### config.mk
export PLATFORM = sky130hd
export DESIGN_NAME = learn_backtrack
export DESIGN_NICKNAME = d
export VERILOG_FILES = /design/src/rtl/learn_backtrack.sv
export SDC_FILE = /design/constraint.sdc
export NUM_CORES = 1
export LEC_CHECK = 0
export CAP_MARGIN = 20
export CELL_PAD_IN_SITES_DETAIL_PLACEMENT = 1
export CELL_PAD_IN_SITES_GLOBAL_PLACEMENT = 1
export CORE_ASPECT_RATIO = 0.75
export CORE_MARGIN = 2
export CORE_UTILIZATION = 42
export CTS_BUF_LIST = sky130_fd_sc_hd__clkbuf_4 sky130_fd_sc_hd__clkbuf_8
export DETAILED_ROUTE_END_ITERATION = 12
export GPL_TIMING_DRIVEN = 0
export MAX_ROUTING_LAYER = met4
export PLACE_DENSITY = 0.86
export SYNTH_ARGS = -nofsm -noshare
export SYNTH_HDL_FRONTEND = slang
export SYNTH_SLANG_ARGS = --single-unit
### constraint.sdc
create_clock -name Clk -period 2.34 [get_ports Clk]
set_input_delay 0.468 -clock Clk [delete_from_list [all_inputs] [get_ports Clk]]
set_output_delay 0.468 -clock Clk [all_outputs]
set_load 0.1 [all_outputs]
### src/rtl/learn_backtrack.sv
// learn_backtrack
//   Captures the learned literals and the UIP literal from conflict analysis,
//   writes the clause into the next learned-clause slot of the clause table,
//   then pops the assignment trail down to the backtrack level and pulses Done.
//
// Ports:
//   Clk, Reset               clock, asynchronous active-high reset
//   Lit_valid/LID/DecLevel   learned literal strobe from analysis
//   UIP_valid/UIP_LID        UIP literal strobe, ends collection
//   In_ready                 high while literals are accepted (IDLE/COLLECT)
//   CT_wren/addr/slot/LID    clause-table write port (LID 0 = terminator)
//   AIT_popEn                pop request to the trail (combinational)
//   AIT_topDecLevel/empty    trail top decision level and empty flag
//   Done/Overflow            completion pulse, overflow qualifier
//   BT_level/Learned_CID     result of the last completed clause
//   Stat_learned/popped      saturating counters (only with LEARN_STATS_EN)
//
// Optional feature macro: LEARN_STATS_EN
module learn_backtrack #(
    parameter int literals   = 8,
    parameter int clauses    = 16,
    parameter int max_len    = 4,
    parameter int learn_base = 8
) (
    input  logic                         Clk,
    input  logic                         Reset,
    input  logic                         Lit_valid,
    input  logic [$clog2(literals):0]    Lit_LID,
    input  logic [$clog2(literals)-1:0]  Lit_DecLevel,
    input  logic                         UIP_valid,
    input  logic [$clog2(literals):0]    UIP_LID,
    output logic                         In_ready,
    output logic                         CT_wren,
    output logic [$clog2(clauses)-1:0]   CT_addr,
    output logic [$clog2(max_len)-1:0]   CT_slot,
    output logic [$clog2(literals):0]    CT_LID,
    output logic                         AIT_popEn,
    input  logic [$clog2(literals)-1:0]  AIT_topDecLevel,
    input  logic                         AIT_empty,
    output logic                         Done,
    output logic                         Overflow,
    output logic [$clog2(literals)-1:0]  BT_level,
`ifdef LEARN_STATS_EN
    output logic [15:0]                  Stat_learned,
    output logic [15:0]                  Stat_popped,
`endif
    output logic [$clog2(clauses)-1:0]   Learned_CID
);

    localparam int LB = $clog2(literals);
    localparam int CB = $clog2(clauses);
    localparam int SW = $clog2(max_len);

    typedef enum logic [2:0] {S_IDLE, S_COLLECT, S_WRITE, S_POP, S_DONE} state_t;

    state_t          state;
    logic [LB:0]     lit_buf [max_len];
    logic [SW-1:0]   count;
    logic [LB-1:0]   max_dl;
    logic            ovf;
    logic [SW-1:0]   wr_idx;
    logic [CB-1:0]   next_cid;

    logic            accepting;
    logic            full;
    logic [SW-1:0]   last_idx;
    logic [LB-1:0]   bt_target;
    logic            pop_cond;

    assign accepting = (state == S_IDLE) || (state == S_COLLECT);
    assign In_ready  = accepting;
    assign full      = (count == SW'(max_len - 1));
    // Terminator slot exists only when the clause does not fill every slot.
    assign last_idx  = full ? count : count + SW'(1);
    assign bt_target = ovf ? '0 : max_dl;
    assign pop_cond  = !AIT_empty && (AIT_topDecLevel > bt_target);
    assign AIT_popEn = (state == S_POP) && pop_cond;

    assign CT_wren = (state == S_WRITE);
    assign CT_addr = CT_wren ? next_cid : '0;
    assign CT_slot = CT_wren ? wr_idx : '0;
    assign CT_LID  = (CT_wren && (wr_idx <= count)) ? lit_buf[wr_idx] : '0;

    always_ff @(posedge Clk or posedge Reset) begin
        if (Reset) begin
            state       <= S_IDLE;
            for (int unsigned i = 0; i < max_len; i++) lit_buf[i] <= '0;
            count       <= '0;
            max_dl      <= '0;
            ovf         <= 1'b0;
            wr_idx      <= '0;
            next_cid    <= CB'(learn_base);
            Done        <= 1'b0;
            Overflow    <= 1'b0;
            BT_level    <= '0;
            Learned_CID <= '0;
`ifdef LEARN_STATS_EN
            Stat_learned <= '0;
            Stat_popped  <= '0;
`endif
        end else begin
`ifdef LEARN_STATS_EN
            if (AIT_popEn && (Stat_popped != 16'hFFFF))
                Stat_popped <= Stat_popped + 16'd1;
`endif
            case (state)
                S_IDLE, S_COLLECT: begin
                    // A same-cycle literal lands before the UIP is taken, so
                    // a literal that overflows here still routes to POP.
                    if (Lit_valid) begin
                        if (full) begin
                            ovf <= 1'b1;
                        end else begin
                            lit_buf[count + SW'(1)] <= Lit_LID;
                            count <= count + SW'(1);
                            if (Lit_DecLevel > max_dl) max_dl <= Lit_DecLevel;
                        end
                    end
                    if (UIP_valid) begin
                        lit_buf[0] <= UIP_LID;
                        wr_idx     <= '0;
                        state      <= (ovf || (Lit_valid && full)) ? S_POP : S_WRITE;
                    end else if (Lit_valid) begin
                        state <= S_COLLECT;
                    end
                end
                S_WRITE: begin
                    if (wr_idx == last_idx) state <= S_POP;
                    else                    wr_idx <= wr_idx + SW'(1);
                end
                S_POP: begin
                    if (!pop_cond) begin
                        Done        <= 1'b1;
                        Overflow    <= ovf;
                        BT_level    <= bt_target;
                        Learned_CID <= next_cid;
                        state       <= S_DONE;
`ifdef LEARN_STATS_EN
                        if (!ovf && (Stat_learned != 16'hFFFF))
                            Stat_learned <= Stat_learned + 16'd1;
`endif
                    end
                end
                S_DONE: begin
                    Done     <= 1'b0;
                    Overflow <= 1'b0;
                    if (!ovf)
                        next_cid <= (next_cid == CB'(clauses - 1)) ? CB'(learn_base)
                                                                   : next_cid + CB'(1);
                    for (int unsigned i = 0; i < max_len; i++) lit_buf[i] <= '0;
                    count  <= '0;
                    max_dl <= '0;
                    ovf    <= 1'b0;
                    state  <= S_IDLE;
                end
                default: state <= S_IDLE;
            endcase
        end
    end

endmodule

==> results.toml, run 1 <==
[run_status]
status = "finished with violations"
violations = "setup timing"

[logic_synthesis]
syn-cell-area_um2 = 2210
synth.yosys.seq_area_share_pct = 45.36
syn_inst = 217
synth-seq-cells = 40
synth_flop_cell = "dfrtp_1"
synth_area_per_cell_um2 = 10.18
async_flop_share_pct = 100.0
ys_types = 47
syn_nets = 245
synth_edf_count = 0
ys_warn_count = 0

[min_path]
hold_class = "reg2reg"
min_to = "Done"
min_path_cells = 1
hp-start = "Done"

[clock_network]
path_clk_slew_ns = 0.08
h-tree-depth = 2
cts_root_buf = "clkbuf_8"
cts_tree = "built"
cts_sinks = 40
clk_latency_ns = 0.31
cts_buffers = 5
hold_buffers = 0
cts_buffer_depth = 2

[drt]
drt-total-wl_um = 6543
routed_via_density = 5.552
post_drt_wl_per_cell_um = 18.80
firstDrtPassIters = 4
antenna_left = 0
dr_total_vias = 1932
drt_iter0_drc = 85
drc = 0

[placed_design]
gp_congestion = 0.8317
io_buffers = 40
place_area_um2 = 2768
dpl.hpwl_um = 4420

[setup_path]
crit_required_ns = 1.87
endpoint_kind = "output pin"
critPathTopFamily = "flip-flops"
worstRegToRegCells = 8
slowest_delay_ns = 0.45
path_depth = 8
crit_fanout = 3
cp.arrival_ns = 2.06
crit_chain = "inv_4 -> nand2_4 -> ha_4 -> nor2_4 -> a311oi_2 -> nand2_1 -> nor2_4 -> buf_12"
worstSetupPathType = "reg2out"
rrSetupSlack_ns = 0.03
critPathBufInv = 2
r2r_start = "ovf"
cp-start-kind = "register"
crit_top_cell = "nor2_4"
cp_slowest_cell = "dfrtp_2"
worstReg2RegEnd = "Learned_CID[2]"

[job]
drv_cap = 0

[power]
vdd_drop_max_mv = 0.5710
p_sw_mw = 2.210
pwr-share-comb_pct = 60.9
pwr_density_cell_nw_per_um2 = 1414
p_seq_share_pct = 27.6
power_frac_clock_pct = 11.6
intPower_mw = 2.184
leakage_nw = 1.337
swShare_pct = 50.30
power_mw = 4.394

[timing]
worst_pin_slew_ns = 0.9712
holdWs_ns = 0.4765
min_period_ns = 2.524
rsz0062_at_grt = "yes"
worst_slack_ns = -0.1835
hold_viol_final = 0
fmax_mhz = 396.3
final-setup-viol-count = 1
slew_headroom_pct = 35.05
skew_ns = 0.01027
period_share_pct = 107.8
slew_viol_final = 0

[final_layout]
n_antenna_cell = 0
final_util_pct = 62.36
drive_above_1_share_pct = 33.33
fin_nets = 303
stdcell_area_um2 = 3107
area_growth_pct = 40.60

[floorplanning]
die_h_um = 66.82
core_area_um2 = 4982
rows = 22
ios = 41
fp.dieW_um = 87.76
start_util_pct = 44.35
dieArea_um2 = 5863

[global_routing]
antenna_found_initial = 0
track_usage_pct = 25.13
grt_max_degree = 41
overflow = 0
grt_pass1_vias = 2064
grt_first_pass_wirelength_um = 10640
## registers in the layout, summed over array words and instances, names as in the netlist, 2 cells and up
register / flops
lit_buf: 16
Learned_CID: 4
next_cid: 4
BT_level: 3
max_dl: 3
state: 3
count: 2
wr_idx: 2
## logic make-up (layout without fill, tap and decap cells)
logic type               Yosys count  after routing  synth area share (%)
AO/OA/AOI/OAI                     48             48                 15.52
XOR/XNOR                           1              1                0.3964
adder cells (fa/ha/maj)            9              9                 5.096
buffers and inverters             24             83                 4.700
flip-flops                        40             40                 45.36
multiplexers                      15             15                 9.513
AND/OR/NAND/NOR                   80             80                 19.42
## worst max-delay path by stage
stage                  start    endpoint
finish                   ovf   AIT_popEn
CTS                      ovf   AIT_popEn
floorplan           state[1]  CT_addr[0]
global placement    count[1]   CT_LID[3]
detailed placement  count[1]   CT_LID[3]
global route             ovf   AIT_popEn
## cells in the mapped netlist, types with 2 or more instances
| library cell | instances | area share (%) |
|---|---|---|
| dfrtp_1 | 39 | 44 |
| nand2_1 | 26 | 4.4 |
| inv_1 | 13 | 2.2 |
| nand3_1 | 11 | 2.5 |
| a21oi_1 | 10 | 2.3 |
| ha_1 | 9 | 5.1 |
| nor2_1 | 9 | 1.5 |
| mux2_2 | 8 | 4.1 |
| o21ai_0 | 7 | 1.6 |
| a22o_1 | 6 | 2.4 |
| buf_2 | 5 | 1.1 |
| clkbuf_1 | 5 | 0.85 |
| and2_1 | 4 | 1.1 |
| and3_1 | 4 | 1.1 |
| mux4_2 | 4 | 4.1 |
| nor2b_1 | 4 | 1.1 |
| o21a_1 | 4 | 1.4 |
| a31oi_1 | 3 | 0.85 |
| mux2i_1 | 3 | 1.4 |
| nand2b_1 | 3 | 0.85 |
| nand4_1 | 3 | 0.85 |
| nor3_1 | 3 | 0.68 |
| o2111ai_1 | 3 | 1.2 |
| o211ai_1 | 3 | 1.0 |
| a21o_1 | 2 | 0.68 |
| nor3b_1 | 2 | 0.68 |
| o41ai_1 | 2 | 0.79 |
| or3b_1 | 2 | 0.79 |
| or3b_2 | 2 | 0.79 |
## cell type report
class,instances,area (µm²)
fill,522,1876
multi-input combinational,153,1261
sequential,40,1005
timing repair buffer,53,538.0
clock buffer,7,90.09
tap,72,90.09
buffer,9,58.81
inverter,13,56.30
clock inverter,1,7.507
## power by group through the flow
stage / Sequential (mW) / Combinational, mW / Clock, mW
2_1_floorplan: 1.47 / 1.49 / 0
3_3_place_gp: 1.16 / 2.29 / 0
3_5_place_dp: 1.18 / 2.38 / 0
4_1_cts: 1.20 / 2.52 / 0.519
5_1_grt: 1.24 / 2.85 / 0.546
6_report: 1.21 / 2.68 / 0.508
## timing repair
action                     CTS  global route
pin swaps                    8             7
buffers inserted             6             7
resized for setup          115            11
setup endpoints to repair   18            10
## layout by cell type, fill, tap and decap left out, types with 3 or more instances in the layout
cell             instances
and3_4                   5
clkbuf_8                 6
dfrtp_1                 37
buf_2                    5
clkdlybuf4s50_1         25
o2111ai_1                3
a21oi_1                 10
inv_1                    9
a31oi_1                  3
buf_4                   16
nor2b_1                  3
and2_2                   4
buf_12                   5
o21ai_0                  5
nor2_4                   3
o21a_1                   4
inv_4                    3
buf_6                    6
a22o_1                   6
mux2i_1                  3
nand3_1                 11
ha_4                     4
ha_1                     5
o211ai_1                 3
nor2_1                   6
mux4_2                   4
nand2_1                 24
nand4_1                  3
nand2b_1                 3
mux2_2                   8
## metal layers
| metal | routed length (µm) | GRT usage (%) | vias up |
|---|---|---|---|
| li1 | - | - | 909 |
| met1 | 2928 | 31.71 | 960 |
| met2 | 3230 | 39.96 | 50 |
| met3 | 303 | 7.559 | 13 |
| met4 | 81 | 6.154 | 0 |
| met5 | 0 | - | - |
## metrics by stage
stage	setup TNS, ns	std cells	setup WS, ns
6_report	-0.1835	348	-0.1835
4_1_cts	-0.06520	341	-0.06520
5_1_grt	-0.5933	348	-0.2542
3_5_place_dp	-11.93	329	-1.210
3_3_place_gp	-10.69	329	-1.140
2_1_floorplan	0	217	0.02784
(Power assumes the default switching activity.)
==> inputs of run 2 (changes only) <==
clock period = 2.9 ns   (was 2.34 ns; I/O delays follow)
==> run 2 against run 1 <==
The flow now finishes without violations. Sequential power is 21% lower. Sequential share of layout area is 3.7 points higher. Sequential cell count stayed put. Clock skew is 0.0063 ns lower. Die area stayed put. Highest routed layer unchanged. Via count is 2.2% lower.
==> results.toml, run 2 (synthesis gave the netlist of run 1 again) <==
[clock_network]
cts_sinks = 40
hold_buffers = 0
clk_latency_ns = 0.29
path_clk_slew_ns = 0.07
h-tree-depth = 2
cts_root_buf = "clkbuf_8"
cts_buffer_depth = 2
cts_tree = "built"
cts_buffers = 5

[global_routing]
grt_pass1_vias = 2000
track_usage_pct = 24.07
grt_first_pass_wirelength_um = 10300
grt_max_degree = 41
antenna_found_initial = 0
overflow = 0

[final_layout]
area_growth_pct = 26.16
multi_input_area_um2 = 1131
stdcell_area_um2 = 2788
largest_reg_flops = 16
top_register = "lit_buf"
largest_registers = "lit_buf (16), Learned_CID (4), next_cid (4)"
n_antenna_cell = 0
final_common_cell = "dfrtp_1"
seqCellArea_um2 = 1003
finalNonFillerCells = 336
layout_common_cells = "dfrtp_1, clkdlybuf4s50_1, nand2_1"
fillCellCount = 572
drive_above_1_share_pct = 21.21
fin_nets = 291

[timing]
skew_ns = 0.004014
worst_slack_ns = 0.04225
worst_pin_slew_ns = 0.9716
holdWs_ns = 0.4776
final-setup-viol-count = 0
min_period_ns = 2.858
period_share_pct = 98.54
slew_viol_final = 0
hold_viol_final = 0
slew_headroom_pct = 35.03
fmax_mhz = 349.9

[drt]
met1Wirelength_um = 2915
post_drt_wl_per_cell_um = 18.06
dr_total_vias = 1889
routed_via_density = 5.622
drt_iter0_drc = 126
antenna_left = 0
firstDrtPassIters = 4
drt-total-wl_um = 6068
drc = 0
top_layer = "met4"
wl_met3_um = 241
met2_wirelength_um = 2868

[run_status]
status = "completed"

[setup_path]
crit_required_ns = 2.32
cp.arrival_ns = 2.28
worstSetupPathType = "in2out"
rrSetupSlack_ns = 0.58
crit_fanout = 3
cp-start-kind = "input port"
endpoint_kind = "output pin"

[floorplanning]
core_area_um2 = 4982
rows = 22
fp.dieW_um = 87.76
start_util_pct = 44.35
die_h_um = 66.82
ios = 41
dieArea_um2 = 5863

[placed_design]
place_inst = 329
gp_congestion = 0.8385
dpl.hpwl_um = 4422
place_area_um2 = 2714
io_buffers = 40
pre_cts_slack_ns = -0.9268

[power]
vdd_drop_max_mv = 0.5097
pwr_density_cell_nw_per_um2 = 1152
leakage_nw = 1.236

[min_path]
hold_class = "reg2reg"

[job]
drv_cap = 0
==> run 2: area by class of cell <==
| cell class | count | share of cell area [%] |
|---|---|---|
| buffer | 10 | 1.885 |
| inverter | 13 | 1.750 |
| tap | 72 | 3.232 |
| multi-input combinational | 153 | 40.57 |
| timing repair buffer | 40 | 13.29 |
| sequential | 40 | 36.00 |
| clock buffer | 8 | 3.276 |
==> run 2: critical path, cell delays in order <==
cell	delay, ns
clkdlybuf4s50_1	0.46
inv_1	0.05
ha_1	0.31
a311oi_2	0.39
nand2_1	0.11
nor2_2	0.14
buf_6	0.23
==> run 2: worst paths after layout <==
kind / depth (start not counted) / end / start
max: 7 / AIT_popEn / AIT_topDecLevel[0]
min: 1 / Done / Done
max reg2reg: 7 / Learned_CID[2] / ovf
min reg2reg: 1 / Done / Done
max in group asynchronous: 2 / count[1] / Reset
min in group asynchronous: 2 / lit_buf[8] / Reset
==> run 2: repair_timing <==
action | in CTS | in global routing
endpoints found under the hold margin | 0 | 0
pin swaps | 0 | 1
endpoints found under the setup margin | 13 | 11
buffers inserted | 0 | 0
resized for setup | 63 | 6
==> run 2: where the power goes <==
| group | total, mW | internal, mW | switching, mW |
|---|---|---|---|
| clock network | 0.391 | 0.199 | 0.192 |
| registers | 0.960 | 0.786 | 0.174 |
| logic | 1.86 | 0.600 | 1.26 |
==> run 2: per-layer routing <==
layer / track usage (%) / up-vias
li1: - / 881
met1: 33.33 / 940
met2: 37.59 / 61
met3: 4.089 / 7
met4: 4.808 / 0
met5: - / -
==> run 2: through the flow <==
step	total power, mW	TNS (ns)	utilization (%)
detailed placement	2.809	-5.447	54.47
global route	3.419	-0.01654	55.95
floorplan	2.329	0	-
finish	3.210	0	55.95
CTS	3.198	0	55.75
global placement	2.733	-5.135	54.47
==> inputs of run 3 (changes only) <==
SETUP_SLACK_MARGIN = 0.3   (was default)
==> run 3 against run 2 <==
Hold slack hardly changed. Sequential share of layout area is 2.6 points lower. Power is 9.3% higher. Register-to-register slack worse by 0.10 ns. Global-route usage is 0.83 points lower. Largest power group unchanged.
==> results.toml, run 3 (synthesis gave the netlist of run 1 again) <==
[clock_network]
path_clk_slew_ns = 0.08
cts_tree = "built"
cts_buffer_depth = 2
clk_latency_ns = 0.30
h-tree-depth = 2
cts_root_buf = "clkbuf_8"
cts_sinks = 40
cts_buffers = 5

[timing]
period_share_pct = 92.53
hold_viol_final = 0
final-setup-viol-count = 0
rsz0062_at_grt = "yes"
slew_headroom_pct = 35.26
worst_pin_slew_ns = 0.9680
min_period_ns = 2.683
fmax_mhz = 372.7
slew_viol_final = 0
skew_ns = 0.009702

[global_routing]
use_met2_pct = 39.11
overflow = 0
grt_max_degree = 41
track_usage_pct = 23.24
grt-busiest-layer = "met2"
grt_first_pass_wirelength_um = 9963
grt_pass1_vias = 2028
antenna_found_initial = 0
grt.met3_usage_pct = 3.841
met1_usage_pct = 29.71

[setup_path]
r2r_start = "ovf"
slowest_delay_ns = 0.44
worstReg2RegEnd = "Learned_CID[2]"
critPathTopFamily = "simple AND/OR/NAND/NOR gates"
endpoint_kind = "output pin"
worstRegToRegCells = 9
cp.arrival_ns = 2.10
crit_chain = "inv_2 -> nand2_1 -> ha_4 -> nor2_1 -> a311oi_2 -> nand2_1 -> nor2_4 -> buf_12"
rrSetupSlack_ns = 0.48
cp-start-kind = "register"
cp_slowest_cell = "dfrtp_2"
worstSetupPathType = "reg2out"
critPathBufInv = 2
crit_fanout = 4
crit_required_ns = 2.32
crit_top_cell = "nand2_1"

[drt]
drt_iter0_drc = 98
antenna_left = 0
firstDrtPassIters = 4
drc = 0
drt-total-wl_um = 6565
routed_via_density = 5.643
post_drt_wl_per_cell_um = 19.20
dr_total_vias = 1930

[final_layout]
final_common_cell = "dfrtp_1"
fillCellCount = 553
final_util_pct = 60.30
layout_common_cells = "dfrtp_1, nand2_1, clkdlybuf4s50_1"
stdcell_area_um2 = 3004
largest_reg_flops = 16
drive_above_1_share_pct = 29.26
n_antenna_cell = 0
top_register = "lit_buf"
area_growth_pct = 35.96
largest_registers = "lit_buf (16), Learned_CID (4), next_cid (4)"
fin_nets = 297

[floorplanning]
fp.dieW_um = 87.76
start_util_pct = 44.35
ios = 41
core_area_um2 = 4982
rows = 22
dieArea_um2 = 5863
die_h_um = 66.82

[run_status]
status = "completed"

[placed_design]
place_area_um2 = 2744
dpl.hpwl_um = 4239
io_buffers = 40
gp_congestion = 0.8403

[power]
power_mw = 3.510
leakage_nw = 1.306
vdd_drop_max_mv = 0.4287
pwr_density_cell_nw_per_um2 = 1168

[min_path]
hp-start = "Done"
min_to = "Done"
hold_class = "reg2reg"
min_path_cells = 1

[job]
drv_cap = 0
[run 3: changes by cell type in the layout (fill, tap and decap cells not counted), moves of 3 or more]
cell,previous run,this run
buf_2,9,6
buf_4,4,9
and3_4,1,5
and2_1,4,0
buf_12,0,5
and2_2,0,4
and3_1,4,0
[run 3: report_power, final]
part / switching (mW) / leakage, nW / internal (mW)
combinational: 1.35 / 0.747 / 0.707
clock: 0.198 / 0.0645 / 0.304
sequential: 0.165 / 0.494 / 0.786
total: 1.71 / 1.31 / 1.80
[run 3: metal layers]
metal,up-vias,wire length (µm)
li1,893,-
met1,988,2920
met2,40,3333
met3,9,211
met4,0,100
met5,-,0
[run 3: worst max-delay path by stage]
stage,cells after the start,slack [ns],end,startpoint
after global placement,7,-0.86,AIT_popEn,AIT_topDecLevel[0]
final,8,0.22,AIT_popEn,ovf
after global routing,8,0.13,AIT_popEn,ovf
after detailed placement,6,-0.90,AIT_popEn,AIT_topDecLevel[1]
after CTS,7,0.28,CT_LID[3],count[1]
after floorplan,2,0.30,In_ready,state[2]
[run 3: final cells by class]
type	count	area, µm²	share of cell area [%]
clock inverter	1	30.03	0.9996
timing repair buffer	45	469.2	15.62
sequential	40	1003	33.40
multi-input combinational	153	1195	39.78
buffer	11	68.82	2.291
clock buffer	7	96.34	3.207
tap	72	90.09	2.999
inverter	13	51.30	1.708
[run 3: worst reg2reg max path, delay by kind of cell (launching register included)]
family | cells | cell delay [ns]
AOI/OAI and AO/OA | 2 | 0.53
DFF | 1 | 0.44
muxes | 1 | 0.41
buffers and inverters | 3 | 0.38
adders and majority gates | 1 | 0.28
and+or+nand+nor | 2 | 0.27
[run 3: through the flow]
step / hold slack (ns) / instances / worst slack, ns / TNS [ns]
2_1_floorplan: 0.4379 / 217 / 0.3047 / 0
3_3_place_gp: 0.4579 / 329 / -0.8650 / -5.277
3_5_place_dp: 0.4650 / 329 / -0.8977 / -5.854
4_1_cts: 0.4833 / 338 / 0.2779 / 0
5_1_grt: 0.4920 / 342 / 0.1305 / 0
6_report: 0.4775 / 342 / 0.2165 / 0
[run 3: what timing repair did]
item | CTS | global route
hold endpoints to repair | 0 | 0
buffers inserted | 1 | 4
hold buffers | 0 | 0
gates resized for setup | 92 | 20
setup endpoints to repair | 13 | 12
pin swaps | 3 | 5
